### config.mk
export PLATFORM = sky130hd
export DESIGN_NAME = spike_prebuf
export DESIGN_NICKNAME = d
export VERILOG_FILES = /design/src/rtl/spike_prebuf.sv
export SDC_FILE = /design/constraint.sdc
export NUM_CORES = 1
export LEC_CHECK = 0
export CORE_UTILIZATION = 38
export DETAILED_ROUTE_END_ITERATION = 10
export GPL_ROUTABILITY_DRIVEN = 0
export PLACE_DENSITY_LB_ADDON = 0.3
export SETUP_SLACK_MARGIN = 0.1
export SYNTH_ARGS = -nofsm -noshare
export SYNTH_HDL_FRONTEND = slang
export SYNTH_SLANG_ARGS = --single-unit
### constraint.sdc
create_clock -name clk -period 5.2 [get_ports clk]
set_input_delay 0.52 -clock clk [delete_from_list [all_inputs] [get_ports clk]]
set_output_delay 0.52 -clock clk [all_outputs]
set_load 0.005 [all_outputs]
### src/rtl/spike_prebuf.sv
// Ping-pong frame buffer for 4-lane spike nibbles.
// Packs 144 nibbles into 18 words per bank; the consumer reads and releases banks.
module spike_prebuf #(
  parameter int N_WORD = 18
) (
  input  logic        clk,
  input  logic        reset_n,
  input  logic        i_w_run,
  input  logic        i_valid,
  input  logic [3:0]  i_spike,
  input  logic        i_rd_en,
  input  logic [4:0]  i_rd_addr,
  input  logic        i_rd_release,
  output logic [31:0] o_rd_data,
  output logic        o_rd_ready,
  output logic        o_frame_done,
  output logic [9:0]  o_spk_cnt,
  output logic        o_busy,
  output logic        o_err
);

  typedef enum logic [1:0] {
    IDLE, FILL, COMMIT, DROP
  } state_t;

  state_t state, state_nx;

  logic [31:0] mem [2][N_WORD];
  logic        wb, rb;
  logic [1:0]  full;
  logic [2:0]  nib;
  logic [4:0]  word_cnt;
  logic [31:0] shreg;
  logic [9:0]  run_cnt;

  logic [2:0]  pc;
  logic [31:0] word_nx;
  logic        last;
  logic        clr;
  logic        we;

  always_comb begin
    pc = {2'b00, i_spike[0]} + {2'b00, i_spike[1]}
       + {2'b00, i_spike[2]} + {2'b00, i_spike[3]};
    word_nx = shreg;
    word_nx[{nib, 2'b00} +: 4] = i_spike;
    last = i_valid && (nib == 3'd7)
        && (word_cnt == 5'(N_WORD - 1));
    clr = i_w_run
       && (state == IDLE || state == FILL);
    we = (state == FILL) && i_valid
      && !i_w_run && (nib == 3'd7);
  end

  always_ff @(posedge clk or negedge reset_n) begin
    if (!reset_n) state <= IDLE;
    else          state <= state_nx;
  end

  always_comb begin
    state_nx = state;
    unique case (state)
      IDLE: begin
        if (i_w_run)
          state_nx = full[wb] ? DROP : FILL;
      end
      FILL: begin
        if (i_w_run)   state_nx = FILL;
        else if (last) state_nx = COMMIT;
      end
      COMMIT: state_nx = IDLE;
      DROP: begin
        if (last) state_nx = IDLE;
      end
      default: state_nx = IDLE;
    endcase
  end

  always_comb begin
    o_busy       = (state != IDLE);
    o_frame_done = (state == COMMIT);
  end

  assign o_rd_ready = full[rb];

  always_ff @(posedge clk or negedge reset_n) begin
    if (!reset_n) begin
      nib       <= '0;
      word_cnt  <= '0;
      shreg     <= '0;
      run_cnt   <= '0;
      wb        <= 1'b0;
      rb        <= 1'b0;
      full      <= '0;
      o_spk_cnt <= '0;
      o_err     <= 1'b0;
      o_rd_data <= '0;
    end else begin
      if (clr) begin
        nib      <= '0;
        word_cnt <= '0;
        shreg    <= '0;
        run_cnt  <= '0;
      end else if (i_valid &&
                   (state == FILL || state == DROP)) begin
        nib <= nib + 3'd1;
        if (nib == 3'd7)
          word_cnt <= word_cnt + 5'd1;
        if (state == FILL) begin
          shreg   <= (nib == 3'd7) ? '0 : word_nx;
          run_cnt <= run_cnt + {7'd0, pc};
        end
      end
      if (state == DROP || (i_w_run &&
          (state == FILL || state == COMMIT)))
        o_err <= 1'b1;
      // commit and release always target different banks
      if (state == COMMIT) begin
        full[wb]  <= 1'b1;
        wb        <= ~wb;
        o_spk_cnt <= run_cnt;
      end
      if (i_rd_release && full[rb]) begin
        full[rb] <= 1'b0;
        rb       <= ~rb;
      end
      if (i_rd_en) begin
        if (full[rb] && i_rd_addr < 5'(N_WORD))
          o_rd_data <= mem[rb][i_rd_addr];
        else
          o_rd_data <= '0;
      end
    end
  end

  always_ff @(posedge clk) begin
    if (we) mem[wb][word_cnt] <= word_nx;
  end

endmodule

After elaboration in Yosys (flattened, before gate mapping)
Memories as Yosys holds them, arrays and structs flattened.
Cells that the tools add are included.
{"block": "classes", "addsub": 7, "order_cmp": 8, "eq_ne": 8, "shift": 2, "mux": 37, "bitwise": 7, "n_reduce_logical": 26}
{"op": "two-way mux 576 bit", "n": 1}
{"op": "two-way mux 32 bit", "n": 8}
{"op": "binary-select mux 32 bit (select 5 bit)", "n": 1}
{"op": "demux 32 bit (select 5 bit)", "n": 1}
{"op": "bitwise mux 32 bit", "n": 1}
{"op": "variable shift 4 x 7 -> 32 bit, first input constant", "n": 1}
{"op": "variable part select 4 x 7 -> 32 bit", "n": 1}
{"op": "two-way mux 10 bit", "n": 3}
{"op": "two-way mux 5 bit", "n": 3}
{"op": "two-way mux 2 bit", "n": 7}
{"op": "logical AND 1 bit", "n": 13}
{"op": "greater-or-equal comparator 6 bit, second input constant", "n": 2}
{"op": "NOT 5 -> 6 bit", "n": 2}
{"op": "adder 10 x 3 -> 10 bit", "n": 1}
{"op": "case mux 2 bit (4 select lines)", "n": 1}
{"op": "nonzero test 2 bit", "n": 4}
{"op": "two-way mux 1 bit", "n": 7}
{"op": "negation 5 -> 7 bit", "n": 1}
{"op": "< comparator 6 x 1 -> 1 bit, second input constant", "n": 1}
{"op": "two-way mux 3 bit", "n": 2}
{"op": "adder 5 x 1 -> 5 bit, second input constant", "n": 1}
{"op": "equality test 5 bit, second input constant", "n": 1}
{"op": "< comparator 5 bit, second input constant", "n": 1}
{"op": "equality test 2 bit, second input constant", "n": 2}
{"op": "other kinds (20)", "n": 29}
{"block": "word_totals", "reg_bits": 99, "ramBits": 1152, "out_inout_bits": 46, "n_memories": 1}
{"memory": "mem", "words": 2, "width": 576, "read_ports": 1, "rd_ports_with_merged_regs": 0, "write_ports": 1, "line_no": "28", "rtl": "logic [31:0] mem [2][N_WORD];"}

Logic depth before layout (Yosys ltp)
{"block": "depth", "word_depth": 8, "ltp_mapped": 9, "depth_no_buf": 9}

Worst setup path before layout
OpenSTA, ideal clock, no wires.
{"block": "synth_timing", "path_kind": "register to register", "from": "register nib[0]", "to": "memory mem[0][130] in the netlist's numbering (data pin)", "arrival_ns": 3.284, "setup_slack_ns": 1.431, "stages_incl_launch_ff": 8, "path_buffers": 2, "synth_period_minus_slack_ns": 3.769, "path_cell_list": "dfrtp_1 -> inv_1 -> ha_1 -> ha_1 -> clkbuf_1 -> or4b_1 -> buf_2 -> o21ai_0"}
{"block": "synth_between", "elab_chain_cells": 3, "elab_cells_between_ends": 4}
{"element": "start: declaration", "line_no": "31", "rtl": "logic [2:0] nib;"}
{"element": "start signal: assignment", "line_no": "106", "rtl": "nib <= nib + 3'd1;"}
{"element": "negation 5 -> 7 bit (*)", "line_no": "46", "rtl": "word_nx[{nib, 2'b00} +: 4] = i_spike;"}
{"element": "variable part select 4 x 7 -> 32 bit / variable shift 4 x 7 -> 32 bit (equally long branches)", "line_no": "46"}
{"element": "bitwise mux 32 bit (*)", "line_no": "46"}
{"element": "named net word_nx[2]", "line_no": "37", "rtl": "logic [31:0] word_nx;"}
{"element": "end: declaration", "line_no": "28"}
Mark *: on every way through the listed nets, which the timed path passes. The rest lies on a longest branch.

Worst setup path in the final report
{"block": "layout_timing", "from": "register rb", "to": "register o_rd_data[10]"}
{"block": "layout_between", "elab_chain_cells": 5, "elab_cells_between_ends": 8}
{"element": "start: declaration", "line_no": "29", "rtl": "logic wb, rb;"}
{"element": "start signal: assignment", "line_no": "125", "rtl": "rb <= ~rb;"}
{"element": "memory (2 x 576 bit)"}
{"element": "binary-select mux 32 bit (select 5 bit)", "line_no": "129", "rtl": "o_rd_data <= mem[rb][i_rd_addr];"}
{"element": "two-way mux 32 bit (implied by the code) (2 in series)", "line_no": "129"}
{"element": "two-way mux 32 bit (*)", "line_no": "128", "rtl": "if (full[rb] && i_rd_addr < 5'(N_WORD))"}
{"element": "end signal: assignment", "line_no": "129"}
{"element": "end: declaration", "line_no": "14", "rtl": "output logic [31:0] o_rd_data,"}
Mark *: on every way between the ends. The rest lies on a longest branch, timed or not. The select of a mux whose other input is x is not followed.
A chain may end at the register's enable or synchronous reset.

==> impl_metrics.py <==
metrics = {
    "outcome": {
        "status": "finished, final reports clean",
    },
    "clock_tree": {
        "clock_path_buffers": 3,
        "postCtsHoldBufs": 1,
        "cts_tree": "yes",
        "cts_buffers": 132,
        "clk_latency_ns": 0.75,
        "clkSinkCount": 1251,
        "postCtsSetupBuffers": 0,
        "cts_root_buf": "clkbuf_16",
        "clk_pin_slew_ns": 0.06,
        "ctsResizeCount": 0,
        "htreeDepth": 4,
    },
    "yosys": {
        "synth_seq_cells": 1251,
        "syn_inst": 2529,
        "avgSynthCellArea_um2": 19.3,
        "syn_nets": 2564,
        "synthFlopType": "edfxtp_1",
        "yosysTopAreaCellShare": 0.707,
        "yosysWarnings": 0,
        "yosysMostFrequentCell": "edfxtp_1",
        "synth_edf_count": 1152,
        "async_flop_share": 0.0791,
        "netlist_area_um2": 48900,
        "synth.distinct_cells": 56,
        "synth_common_cells": "edfxtp_1 (1,152), mux2i_1 (254), mux4_2 (164), nand2_1 (138), dfrtp_1 (99)",
        "seq_area_frac_synth": 0.758,
        "synth_area_leaders": "edfxtp_1 (71%), mux4_2 (7.6%), mux2i_1 (5.2%)",
        "synth_area_leader_cell": "edfxtp_1",
    },
    "route": {
        "vias_per_cell": 5.75,
        "post-route-drc-count": 0,
        "wl_mm": 135,
        "vias": 25500,
        "first_pass_iters": 6,
        "dr.first_iter.drc_count": 3387,
        "ant_nets": 0,
        "routedWlPerCell_um": 30.6,
    },
    "timing": {
        "tightest_slew_ns": 1.24,
        "setup_ws_ns": 1.42,
        "hold_violations": 0,
        "setup_tns_ns": 0,
        "max_clock_freq_mhz": 265,
        "clock_skew_ns": 0.0310,
        "setup_violations": 0,
        "hold_ws_ns": 0.442,
        "fin_crit_ns": 3.78,
        "relSlewSlack": 0.173,
        "rsz0062_at_grt": "false",
        "min_period_over_period": 0.727,
        "slew_viol_final": 0,
    },
    "critical_path": {
        "worst-path-max-fanout": 46,
        "crit_arrival_ns": 4.41,
        "worstSetupEndpointType": "flip-flop",
        "start_kind": "flip-flop",
        "required_ns": 5.83,
        "critPathKind": "reg -> reg",
    },
    "grt": {
        "overflow": 0,
        "first_global_vias": 25184,
        "grtUsageTotal": 0.208,
        "antenna_found_initial": 13,
        "grt_max_degree": 115,
        "grt_pass1_wl_mm": 192,
    },
    "cells_and_area": {
        "area_delta_synth_final_pct": 15.1,
        "postLayoutCoreUtil": 0.441,
        "design_area_um2": 56300,
        "layout-drive-gt1-share": 0.210,
        "finalNetCount": 2696,
    },
    "floorplanning": {
        "die_w_um": 361,
        "core_area_um2": 128000,
        "start_util": 0.383,
        "die_area_um2": 130000,
        "die_h_um": 361,
        "pin_count": 61,
        "rows": 131,
    },
    "placement": {
        "placed_area_um2": 51800,
        "io_buffers": 60,
        "dp_slack_ns": 1.40,
        "dpl.hpwl_mm": 81.6,
    },
    "power": {
        "p_per_area_nw_per_um2": 465,
        "peakVddDrop_uv": 390,
        "p_leak_nw": 18.7,
    },
    "min_path": {
        "hold_class": "in -> reg",
    },
    "job": {
        "maxCapViolCount": 0,
    },
}
critical path: stages, from the launching register on:
cell	delay [ns]
dfrtp_4	1.00
buf_4	0.61
mux2i_1	0.54
o22ai_1	0.14
a211oi_1	0.54
a221oi_1	0.37
a221o_1	0.35
layer usage:
metal / up-vias / GRT usage / routed length, um
met5: - / 0 / 13
met3: 210 / 0.0371 / 11300
li1: 10597 / - / -
met4: 2 / 0.0787 / 4880
met1: 13489 / 0.280 / 53200
met2: 1202 / 0.338 / 66100
cell usage in the layout, fill, tap and decap left out, drive strengths merged, types with 39 or more instances in the layout:
cell type,netlist,routed
buf,85,86
nand2,138,138
dfrtp,99,99
clkbuf,59,172
a21oi,40,40
mux4,164,164
nor2,58,58
clkinv,1,44
inv,31,39
clkdlybuf4s50,0,55
edfxtp,1152,1152
mux2,63,63
mux2i,254,254
stage by stage:
stage	instances	total power [mW]
after floorplan	2529	14.8
after global placement	4188	16.7
after detailed placement	4188	16.8
after CTS	4431	26.3
after global routing	4431	26.9
final	4433	26.2
sequential cells by signal (all words and copies together) (netlist names):
name / cells
mem: 1152
o_rd_data: 32
shreg: 32
o_spk_cnt: 10
run_cnt: 10
word_cnt: 5
nib: 3
full: 2
state: 2
o_err: 1
rb: 1
wb: 1
logic make-up (layout without fill, tap and decap cells):
kind of cell,count (synthesis),after routing,share of synthesized area
buf+inv,176,416,0.0190
xor+xnor,11,11,0.00197
other cells,0,2,0
simple gates,292,292,0.0275
compound gates,298,298,0.0462
mux,481,481,0.142
flops,1251,1251,0.758
fa+ha+maj,20,20,0.00558
power breakdown:
group / leakage, nW / total [mW] / internal, mW / switching, mW
combinational: 4.95 / 4.62 / 1.65 / 2.97
clock: 2.17 / 9.61 / 5.71 / 3.90
sequential: 11.6 / 11.9 / 11.6 / 0.286
total: 18.7 / 26.2 / 19.0 / 7.16
final cells by class:
class / count / area [um2]
multi-input cells: 1102 / 11300
flip-flops and latches: 1251 / 37100
well taps: 1662 / 2080
diodes: 2 / 5.00
inverters: 32 / 120
fillers: 10704 / 71400
clock inverters: 70 / 826
clock buffers: 172 / 3600
repair buffers: 142 / 1310
path summary, 6_finish.rpt:
check	cells after the start	slack (ns)	from	end
max in group asynchronous	3	3.59	reset_n	shreg[25]
min in group asynchronous	2	0.48	reset_n	o_rd_data[20]
max	6	1.42	rb	o_rd_data[10]
min reg2reg	1	0.48	o_err	o_err
min	2	0.44	i_rd_release	rb
max reg2reg	6	1.42	rb	o_rd_data[10]
Power figures use the tool's default switching activity.
